## src/rtl/stream_cipher_ctrl_pkg.sv

```systemverilog
// rtl/stream_cipher_ctrl_pkg.sv - shared types, tap masks and keystream helpers
package stream_cipher_ctrl_pkg;

    localparam int LFSR_W = 8;

    // Feedback taps: s1 bits 6,5,4,0; s2 bits 7,2,1,0; s3 bits 4,3,1,0
    localparam logic [LFSR_W-1:0] TAPS1 = 8'h71;
    localparam logic [LFSR_W-1:0] TAPS2 = 8'h87;
    localparam logic [LFSR_W-1:0] TAPS3 = 8'h1B;

    typedef enum logic [2:0] {
        ST_IDLE,
        ST_WARMUP,
        ST_READY,
        ST_GEN,
        ST_OUT
    } state_t;

    function automatic logic combine(input logic a, input logic b, input logic c);
        return (a & b) ^ c;
    endfunction

    function automatic logic [LFSR_W-1:0] lfsr_next(input logic [LFSR_W-1:0] s,
                                                    input logic [LFSR_W-1:0] taps);
        return {^(s & taps), s[LFSR_W-1:1]};
    endfunction

endpackage

```

## src/rtl/lfsr3_core.sv

```systemverilog
// rtl/lfsr3_core.sv - three 8-bit LFSRs with nonlinear combiner
module lfsr3_core
    import stream_cipher_ctrl_pkg::*;
(
    input  logic              clk,
    input  logic              rst,
    input  logic              load,
    input  logic              step,
    input  logic [LFSR_W-1:0] key1,
    input  logic [LFSR_W-1:0] key2,
    input  logic [LFSR_W-1:0] key3,
    output logic              ks_bit,
    output logic [LFSR_W-1:0] s1,
    output logic [LFSR_W-1:0] s2,
    output logic [LFSR_W-1:0] s3
);

    always_ff @(posedge clk or posedge rst) begin
        if (rst) begin
            s1 <= '0;
            s2 <= '0;
            s3 <= '0;
        end else if (load) begin
            s1 <= key1;
            s2 <= key2;
            s3 <= key3;
        end else if (step) begin
            s1 <= lfsr_next(s1, TAPS1);
            s2 <= lfsr_next(s2, TAPS2);
            s3 <= lfsr_next(s3, TAPS3);
        end
    end

    assign ks_bit = combine(s1[LFSR_W-1], s2[LFSR_W-1], s3[LFSR_W-1]);

endmodule

```

## src/rtl/stream_cipher_ctrl.sv

```systemverilog
// rtl/stream_cipher_ctrl.sv - key load, warm-up and byte-wise XOR sequencing
module stream_cipher_ctrl
    import stream_cipher_ctrl_pkg::*;
#(
    parameter int WARMUP_CYCLES = 64,
    parameter int CNT_W         = 16
) (
    input  logic             clk,
    input  logic             rst,
    input  logic             key_load,
    input  logic [7:0]       key1,
    input  logic [7:0]       key2,
    input  logic [7:0]       key3,
    input  logic             in_valid,
    output logic             in_ready,
    input  logic [7:0]       in_data,
    output logic             out_valid,
    input  logic             out_ready,
    output logic [7:0]       out_data,
    output logic             ks_ready,
    output logic             key_err,
    output logic [CNT_W-1:0] byte_count
);

    localparam int WC_W = (WARMUP_CYCLES > 1) ? $clog2(WARMUP_CYCLES) : 1;
    localparam logic [WC_W-1:0] WC_LAST = WC_W'((WARMUP_CYCLES > 0) ? WARMUP_CYCLES - 1 : 0);

    state_t          state;
    state_t          state_nx;
    logic [WC_W-1:0] wcnt;
    logic [2:0]      bcnt;
    logic [7:0]      data_lat;
    logic [7:0]      ks_byte;
    logic            step;
    logic            key_bad;
    logic            ks_bit;
    logic [7:0]      ld1;
    logic [7:0]      ld2;
    logic [7:0]      ld3;
    logic [7:0]      unused_s1;
    logic [7:0]      unused_s2;
    logic [7:0]      unused_s3;

    // A rejected key set still loads, but with zeros so the LFSRs are cleared
    assign key_bad = (key1 == 8'h00) | (key2 == 8'h00) | (key3 == 8'h00);
    assign ld1     = key_bad ? 8'h00 : key1;
    assign ld2     = key_bad ? 8'h00 : key2;
    assign ld3     = key_bad ? 8'h00 : key3;

    lfsr3_core u_core (
        .clk    (clk),
        .rst    (rst),
        .load   (key_load),
        .step   (step),
        .key1   (ld1),
        .key2   (ld2),
        .key3   (ld3),
        .ks_bit (ks_bit),
        .s1     (unused_s1),
        .s2     (unused_s2),
        .s3     (unused_s3)
    );

    always_ff @(posedge clk or posedge rst) begin
        if (rst) begin
            state <= ST_IDLE;
        end else begin
            state <= state_nx;
        end
    end

    always_comb begin
        state_nx = state;
        step     = 1'b0;
        if (key_load) begin
            if (key_bad) begin
                state_nx = ST_IDLE;
            end else if (WARMUP_CYCLES == 0) begin
                state_nx = ST_READY;
            end else begin
                state_nx = ST_WARMUP;
            end
        end else begin
            case (state)
                ST_WARMUP: begin
                    step = 1'b1;
                    if (wcnt == WC_LAST) state_nx = ST_READY;
                end
                ST_READY: begin
                    if (in_valid) state_nx = ST_GEN;
                end
                ST_GEN: begin
                    step = 1'b1;
                    if (bcnt == 3'd7) state_nx = ST_OUT;
                end
                ST_OUT: begin
                    if (out_ready) state_nx = ST_READY;
                end
                default: state_nx = ST_IDLE;
            endcase
        end
    end

    always_ff @(posedge clk or posedge rst) begin
        if (rst) begin
            wcnt       <= '0;
            bcnt       <= '0;
            data_lat   <= '0;
            ks_byte    <= '0;
            out_data   <= '0;
            byte_count <= '0;
            key_err    <= 1'b0;
        end else if (key_load) begin
            key_err <= key_bad;
            wcnt    <= '0;
            if (!key_bad) byte_count <= '0;
        end else begin
            case (state)
                ST_WARMUP: wcnt <= wcnt + 1'b1;
                ST_READY: begin
                    if (in_valid) begin
                        data_lat <= in_data;
                        bcnt     <= '0;
                    end
                end
                ST_GEN: begin
                    // First generated bit lands in the MSB
                    ks_byte[3'd7 - bcnt] <= ks_bit;
                    bcnt                 <= bcnt + 1'b1;
                    if (bcnt == 3'd7) out_data <= data_lat ^ {ks_byte[7:1], ks_bit};
                end
                ST_OUT: begin
                    if (out_ready) byte_count <= byte_count + 1'b1;
                end
                default: ;
            endcase
        end
    end

    assign in_ready  = (state == ST_READY);
    assign out_valid = (state == ST_OUT);
    assign ks_ready  = (state == ST_READY) || (state == ST_GEN) || (state == ST_OUT);

endmodule

```

## config.mk

```make
export PLATFORM = sky130hd
export DESIGN_NAME = stream_cipher_ctrl
export DESIGN_NICKNAME = d
export VERILOG_FILES = /design/src/rtl/stream_cipher_ctrl_pkg.sv /design/src/rtl/lfsr3_core.sv /design/src/rtl/stream_cipher_ctrl.sv
export SDC_FILE = /design/constraint.sdc
export NUM_CORES = 1
export LEC_CHECK = 0
export CORE_MARGIN = 4
export CORE_UTILIZATION = 52
export CTS_CLUSTER_DIAMETER = 150
export DETAILED_ROUTE_END_ITERATION = 6
export HOLD_SLACK_MARGIN = 0.05
export PLACE_DENSITY = 0.81
export SYNTH_ARGS = -nofsm -noshare
export SYNTH_HDL_FRONTEND = slang
export SYNTH_HIERARCHICAL = 1
export SYNTH_SLANG_ARGS = --single-unit
export TNS_END_PERCENT = 20
```

## constraint.sdc

```tcl
create_clock -name clk -period 2.5 [get_ports clk]
set_clock_uncertainty 0.05 [all_clocks]
set_input_delay 0.5 -clock clk [delete_from_list [all_inputs] [get_ports clk]]
set_output_delay 0.5 -clock clk [all_outputs]
set_load 0.05 [all_outputs]
```

; ---- Word-level counts from Yosys, hierarchy flattened
; Index checks and enable logic that the tools add are counted.
[op_classes]
div = 0
muxes = 29
add_sub_neg = 4
magnitude_cmp = 2
bitwise = 6
mul = 0
reduce_logical = 21
n_eq_ne = 12
n_shift = 0
[ops]
columns = operator, count
row1 = $mux W8, 9
row2 = $mux W16, 4
row3 = $logic_not A8 Y1, 3
row4 = $reduce_xor A8 Y1, 3
row5 = $mux W3, 6
row6 = $add A16 B1 Y16 const B, 1
row7 = $mux W6, 2
row8 = $pmux W3 S4, 1
row9 = $reduce_and A3 Y1, 4
row10 = $reduce_bool A2 Y1, 5
row11 = $ne A3 B3 Y1 const B, 3
row12 = $bwmux W8, 1
row13 = $xor A8 B8 Y8, 1
row14 = $add A6 B1 Y6 const B, 1
row15 = $eq A3 B2 Y1 const B, 2
row16 = $eq A3 B3 Y1 const B, 2
row17 = $eq A6 B6 Y1 const B, 1
row18 = $pmux W3 S2, 1
row19 = $lt A3 B4 Y1 const B, 1
row20 = $mux W1, 4
row21 = $ne A2 B2 Y1 const B, 2
row22 = $reduce_and A4 Y1, 1
row23 = $add A3 B1 Y3 const B, 1
row24 = $demux W1 S3, 1
row25 = 12 further kinds, 14
[word_totals]
mem_bits_ro = 0
output_inout_bits = 28
mem_bits_rw = 0
mem_count = 0
in_bits = 37
register_bits = 77
latchBits = 0

; ---- Depth between registers and ports, before layout
; Gate-level depths: netlist (run 1).
[depth]
word_depth = 6
mapped_depth = 8

; ---- Modules after synthesis
; Netlist (run 1), hierarchy kept.
[by_module_without_submodules]
columns = module, area_each_um2, instances, cells_each, seq_area_each_um2
row1 = stream_cipher_ctrl, 2733.9, 1, 268, 1301.2
row2 = lfsr3_core, 1221.2, 1, 121, 600.6

; ---- Worst setup path before layout (run 1)
; No wires, ideal clock.
[synth_path]
path_kind = reg-to-reg
start = register state[2]
end = register byte_count[8]
setup_ns = 0.157
stages_incl_launch_ff = 8
required_ns = 2.293
path_slack_ns = 0.362
arrival_ns = 1.931
cell_sequence = dfrtp_1 or3b_1 buf_6 inv_1 nand3b_1 o31ai_1 buf_6 a31oi_1
[synth_between]
elab_chain_cells = 3
[synth_rtl]
columns = item, line
row1 = "start, declared", stream_cipher_ctrl.sv:28  ; state_t state;
row2 = "start signal, assigned", stream_cipher_ctrl.sv:68  ; state <= state_nx;
row3 = $eq A3 B3 Y1, -
row4 = via out_valid, stream_cipher_ctrl.sv:17  ; output logic out_valid,
row5 = $reduce_bool A2 Y1 (no line), -
row6 = $reduce_and A3 Y1 (no line), -
row7 = "end signal, assigned", stream_cipher_ctrl.sv:133  ; if (out_ready) byte_count <= byte_count + 1'b1;
row8 = "end, declared", stream_cipher_ctrl.sv:22  ; output logic [CNT_W-1:0] byte_count
; The timed path passes the listed nets, and every way through them passes these cells.
; A chain may end at the register's enable or synchronous reset.

; ---- Worst setup path in the final report (run 1)
[layout_path]
start = register state[0]
end = output port out_valid
[layout_between]
elab_chain_cells = 1
[layout_rtl]
columns = item, line
row1 = $eq A3 B3 Y1, stream_cipher_ctrl.sv:141  ; assign out_valid = (state == ST_OUT);
row2 = "end, declared", stream_cipher_ctrl.sv:17
; No other way between the ends.

==> flow_metrics.tcl, run 1 <==
set metrics [dict create \
    outcome "finished clean" \
    timing.critical_path.slowest_stage_cell "or3b_1" \
    worst_slew_pin_slew_ps 744 \
    crit_end "out_valid" \
    clk_pin_slew_ps 80 \
    synth_flop_cell "dfrtp_1" \
    syn_avg_cell_area_um2 10.2 \
    clkSinkCount 76 \
    synthesis.nets 430 \
    core_area_um2 7330 \
    drt-wirelength-per-cell_um 14.3 \
    start_util_pct 54.0 \
    vias_per_cell 5.51 \
    cts-htree-levels 3 \
    timing.final.crit_period_ps 2350 \
    final-hold-violation-count 0 \
    crit_fanout 11 \
    cellLeakagePower_nw 2.14 \
    vias_in_the_first_global_route 3141 \
    syn_inst 389 \
    grt_util_all_layers_pct 19.3 \
    timing_max_transition_violations_final 0 \
    post-cts-setup-buffer-count 0 \
    final_min_period_over_clock_period_pct 94.1 \
    post_cts_resize_count 0 \
    yosysUniqueCellTypes 45 \
    post_layout_worst_setup_margin_ps 148 \
    cts_tree "yes" \
    drt-pass1-iter-count 4 \
    drt-initial-drc-count 127 \
    syn_to_final_growth_pct 24.8 \
    r2r_slack_ps 290 \
    num_antenna_cells 0 \
    drcViolationCount 0 \
    drive_gt1_share_pct 11.7 \
    synth_async_sr_flop_share_pct 100 \
    fp.dieW_um 95.2 \
    routability_congestion 0.791 \
    worst_path_largest_cell_delay_ps 610 \
    die_h_um 95.2 \
    postRouteWirelength_um 8010 \
    cts.path.max_buffers 2 \
    insertion_delay_of_the_later_clocked_pin_in_the_worst_skew_pair_ps 350 \
    clk_root_buffer_cell "clkbuf_8" \
    wire_length_of_the_first_global_routing_pass_um 13800 \
    flip_flop_and_latch_count_after_synthesis 76 \
    antenna_left 0 \
    max_freq_mhz 425 \
    io_pins 65 \
    slew_headroom_pct 50.0 \
    cts_inserted_buffers 9 \
    rows 31 \
    grt_antenna_before_repair 0 \
    cp-end-kind "primary output" \
    cp-start-kind "flop" \
    mappedNetlistArea_um2 3960 \
    final_net_count 496 \
    seq_area_frac_synth_pct 48.1 \
    worstSetupPathDepth 3 \
    worst_ep_arrival_time_ps 1800 \
    worst_hold_path.num_cells 2 \
    rsz0062_at_grt "false" \
    critical_path_required_ps 1950 \
    synth_warnings 6 \
    cap_violations 0 \
    worstSetupPathType "flop to primary output" \
    power.ir.vdd_worst_v 0.000299 \
    reg2reg_to "byte_count[13]" \
    worst_r2r_startpoint "state[0]" \
    worst_r2r_path_depth 4 \
    powerDensity_nw_per_um2 529 \
    report.final.setup_viol 0 \
    critical_path_buf_inv_count 2 \
    timing.critical_path.from "state[0]" \
    numPortBuffers 64 \
    maximum_number_of_pins_on_one_net_before_global_route_repair 55 \
    synth_edf_count 0 \
    post_cts_hold_buffer_count 0 \
    final.hold.worst_slack_ps 437 \
    hp-class "flop to flop" \
    vias 3078 \
    dp_slack_ps -37.1 \
    dp_hpwl_um 5930 \
    grt.overflow.total 0 \
    die-area_um2 9060 \
    crit_chain "or3b_1 > inv_1 > buf_12" \
    critical-path-top-delay-family "simple AND/OR/NAND/NOR gates" \
]
[logic make-up (layout without fill, tap and decap cells)]
group	Yosys count	in the layout	share of synthesized area (%)
AND/OR/NAND/NOR	136	136	19.3
AO/OA/AOI/OAI	85	85	13.2
flip-flops	76	76	48.1
multiplexers	37	37	9.84
buffers and inverters	29	100	3.45
XOR/XNOR	22	22	4.87
adder cells (fa/ha/maj)	4	4	1.27
[cells in the mapped netlist, types with 5 or more instances]
master	count	area share, %
o21a_1	5	0.95
a31oi_1	12	1.9
nor3_1	7	0.89
nand4_1	5	0.79
nor3b_1	9	1.7
xnor2_1	19	4.2
clkbuf_1	14	1.3
mux2i_1	22	5.6
a21o_1	5	0.95
inv_1	7	0.66
a21oi_1	13	1.6
or4_1	6	1.1
nor2_1	22	2.1
mux2_2	15	4.3
o21ai_0	33	4.2
dfrtp_1	76	48
nand2_1	42	4.0
and2_1	25	4.0
[layout by cell type (no fill, tap or decap), types with 2 or more instances in the layout]
master	netlist	routed
dfrtp_1	76	76
clkdlybuf4s50_1	0	60
nand2_1	42	42
o21ai_0	33	33
and2_1	25	25
nor2_1	22	22
mux2i_1	22	22
xnor2_1	19	19
mux2_2	15	15
a21oi_1	13	13
a31oi_1	12	12
buf_4	2	12
nor3b_1	9	9
clkbuf_8	0	9
nor3_1	7	7
or4_1	6	6
inv_1	7	6
nand4_1	5	5
o21a_1	5	5
a21o_1	5	5
nand3b_1	4	4
ha_1	4	4
a31o_2	3	3
nand2b_1	3	3
xor2_1	3	3
buf_12	0	3
o31ai_1	2	2
nand4b_1	2	2
nor4_4	2	2
a41o_1	2	2
a41oi_1	2	2
and4_1	2	2
a22o_1	2	2
o22ai_1	2	2
clkinvlp_4	0	2
clkinv_4	0	2
[power by group]
group | total [mW] | leakage [nW] | switching (mW) | internal (mW)
combinational | 0.333 | 1.04 | 0.158 | 0.174
clock | 0.936 | 0.0958 | 0.470 | 0.466
sequential | 1.34 | 1.01 | 0.0534 | 1.29
[cell type report]
cell class | instances | area [µm²]
sequential | 76 | 1900
timing repair buffer | 77 | 768
fill | 557 | 2390
tap | 99 | 124
multi-input combinational | 284 | 1920
clock buffer | 9 | 124
clock inverter | 7 | 76.3
inverter | 7 | 26.3
[metrics by stage]
stage	instances	total power [mW]	cell area, µm²	TNS (ps)	util [%]
after CTS	559	2.63	4930	0	67.3
final	559	2.61	4940	0	67.3
after global placement	543	1.68	4730	0	64.6
after global routing	559	2.73	4940	0	67.3
after floorplan	389	1.57	3960	0	-
after detailed placement	543	1.70	4730	-200	64.6
[state kept, by name, summed over array words and instances (netlist names)]
signal	flops
out_data	8
byte_count	16
u_core/s3	8
data_lat	8
state	3
key_err	1
u_core/s1	8
wcnt	6
u_core/s2	8
bcnt	3
ks_byte	7
[how the worst min path moves through the flow]
stage	start	to	slack, ps
after floorplan	state[2]	state[1]	440
after global placement	out_data[6]	out_data[6]	410
after detailed placement	out_data[4]	out_data[4]	420
after CTS	out_data[4]	out_data[4]	440
after global routing	out_data[4]	out_data[4]	450
final	out_data[4]	out_data[4]	440
[metal layers]
| metal | up-vias | global-route usage, % | part of all wire [%] |
|---|---|---|---|
| met5 | - | 0 | 0 |
| met4 | 0 | 8.05 | 1.1 |
| met3 | 6 | 3.31 | 4.8 |
| met2 | 65 | 33.2 | 50 |
| met1 | 1490 | 23.9 | 44 |
| li1 | 1517 | - | - |
[worst register-to-register path: stages, from the launching register on]
cell and delay (ps):
dfrtp_1 480, or3b_1 610, nor4_4 610, a41o_1 260, a31oi_1 80
Power figures use the tool's default switching activity.
==> run 2: changes to the inputs <==
--- a/config.mk
+++ b/config.mk
@@ -9,7 +9,7 @@
 export CORE_UTILIZATION = 52
 export CTS_CLUSTER_DIAMETER = 150
 export DETAILED_ROUTE_END_ITERATION = 6
-export HOLD_SLACK_MARGIN = 0.05
+export HOLD_SLACK_MARGIN = 0.08
 export PLACE_DENSITY = 0.81
 export SYNTH_ARGS = -nofsm -noshare
 export SYNTH_HDL_FRONTEND = slang
==> results of run 2 <==
Final layout, timing and power as in run 1 (identical DEF).
==> run 3: changes to the inputs <==
--- a/config.mk
+++ b/config.mk
@@ -6,11 +6,11 @@
 export NUM_CORES = 1
 export LEC_CHECK = 0
 export CORE_MARGIN = 4
-export CORE_UTILIZATION = 52
+export CORE_UTILIZATION = 54
 export CTS_CLUSTER_DIAMETER = 150
 export DETAILED_ROUTE_END_ITERATION = 6
 export HOLD_SLACK_MARGIN = 0.08
-export PLACE_DENSITY = 0.81
+export PLACE_DENSITY = 0.84
 export SYNTH_ARGS = -nofsm -noshare
 export SYNTH_HDL_FRONTEND = slang
 export SYNTH_HIERARCHICAL = 1
==> run 3 against run 2 <==
Via count increased by 1.2%. Largest cell class unchanged. Core utilization increased by 3.9 points. Combinational power about the same. Sequential share of layout area decreased by 0.097 points. Cell count decreased by 0.54%. Clock power decreased by 1%. Register-to-register slack got worse by 30 ps. Maximum frequency increased by 0.62%.
==> flow_metrics.tcl, run 3 (synthesis gave the netlist of run 1 again) <==
set metrics [dict create \
    powerDensity_nw_per_um2 525 \
    final_min_period_over_clock_period_pct 93.5 \
    drt-initial-drc-count 150 \
    worst_slew_pin_slew_ps 849 \
    wire_length_of_the_first_global_routing_pass_um 14400 \
    report.final.setup_viol 0 \
    timing_max_transition_violations_final 0 \
    drt-wirelength-per-cell_um 15.1 \
    cp-start-kind "flop" \
    final_common_cell "dfrtp_1" \
    drive_gt1_share_pct 12.2 \
    routability_congestion 0.804 \
    cap_violations 0 \
    io_pins 65 \
    worst_r2r_startpoint "state[0]" \
    postRouteWirelength_um 8380 \
    power.ir.vdd_worst_v 0.000272 \
    grt_antenna_before_repair 1 \
    dp_slack_ps -98.6 \
    met1Wirelength_um 3600 \
    clkSinkCount 76 \
    r2r_slack_ps 260 \
    cts-htree-levels 3 \
    vias 3116 \
    hp-class "primary input to asynchronous set/reset pin" \
    drcViolationCount 0 \
    multiInputGateArea_um2 1940 \
    rows 30 \
    largest-register "byte_count" \
    final_area_um2 4950 \
    num_antenna_cells 0 \
    max_freq_mhz 428 \
    grt_util_all_layers_pct 20.8 \
    cp-end-kind "primary output" \
    design_power_total_mw 2.60 \
    wl_met2_um 4130 \
    syn_to_final_growth_pct 25.2 \
    timing.critical_path.from "state[0]" \
    die-area_um2 8760 \
    final.hold.worst_slack_ps 407 \
    rsz0062_at_grt "false" \
    drt-pass1-iter-count 5 \
    core_area_um2 6940 \
    clk_root_buffer_cell "clkbuf_8" \
    routed.top_layer "met5" \
    setup-tns-final_ps 0 \
    worst_r2r_path_depth 4 \
    start_util_pct 57.0 \
    crit_fanout 11 \
    final-hold-violation-count 0 \
    antenna_left 0 \
    outcome "finished clean" \
    reg2reg_to "byte_count[15]" \
    slew_headroom_pct 43.3 \
    post-cts-setup-buffer-count 0 \
    clk_pin_slew_ps 80 \
    fill_cells 504 \
    final_core_utilization_pct 71.3 \
    vias_per_cell 5.60 \
    cellLeakagePower_nw 2.16 \
    placed_area_um2 4740 \
    final_net_count 497 \
    insertion_delay_of_the_later_clocked_pin_in_the_worst_skew_pair_ps 350 \
    die_h_um 93.6 \
    grt.overflow.total 0 \
    worst_ep_arrival_time_ps 1790 \
    crit_end "out_valid" \
    maximum_number_of_pins_on_one_net_before_global_route_repair 53 \
    cts_tree "yes" \
    numPortBuffers 64 \
    final_cell_mix "dfrtp_1, clkdlybuf4s50_1, nand2_1, o21ai_0, and2_1" \
    instances_no_fill 556 \
    regArea_um2 1900 \
    worstSetupPathType "flop to primary output" \
    critical_path_required_ps 1950 \
    met3WireLength_um 426 \
    cts.path.max_buffers 2 \
    fp.dieW_um 93.6 \
    timing.final.crit_period_ps 2340 \
    vias_in_the_first_global_route 3076 \
    numPlacedInstances 541 \
    dp_hpwl_um 5980 \
    post_layout_worst_setup_margin_ps 163 \
    cts_inserted_buffers 9 \
    flip_flop_count_of_the_largest_register_after_layout 16 \
]
==> run 3: changes by cell type in the layout (fill, tap and decap cells not counted) <==
cell	delta
clkinvlp_4	-1
clkinv_4	-2
clkinv_2	+2
o31ai_1	-1
nor3_2	+1
clkbuf_8	+1
inv_6	-1
o31ai_4	+1
buf_4	+1
nor3_1	-1
==> run 3: timing repair <==
item | in CTS | in global routing
setup endpoints to repair | 0 | 16
resized for setup | 0 | 3
hold buffers | 0 | 0
endpoints found under the hold margin | 0 | 0
==> run 3: how the worst min path moves through the flow <==
stage / end / cells after the start / slack (ps) / startpoint
floorplan: state[1] / 1 / 440 / state[2]
global placement: out_data[7] / 2 / 410 / out_data[7]
detailed placement: out_data[0] / 2 / 420 / out_data[0]
CTS: wcnt[5] / 2 / 400 / key_load
global route: data_lat[2] / 2 / 430 / rst
finish: data_lat[3] / 2 / 410 / rst
==> run 3: where the power goes <==
group / switching (mW) / internal, mW
logic: 0.159 / 0.176
registers: 0.0524 / 1.29
clock network: 0.445 / 0.477
total: 0.656 / 1.94
==> run 3: layout make-up <==
class / count / share of cell area (%)
Clock buffer: 10 / 2.78
Inverter: 7 / 0.531
Sequential cell: 76 / 38.4
Multi-Input combinational cell: 284 / 39.1
Clock inverter: 5 / 1.06
Tap cell: 96 / 2.43
Timing Repair Buffer: 78 / 15.7
==> run 3: metal layers <==
layer / track usage (%) / vias to the layer above
li1: - / 1518
met1: 25.9 / 1500
met2: 34.4 / 75
met3: 4.34 / 21
met4: 10.5 / 2
met5: 0 / -
==> run 3: critical path, cell delays in order (launching register included) <==
cell     delay (ps)
dfrtp_1         480
or3b_1          610
inv_1           200
buf_12          150
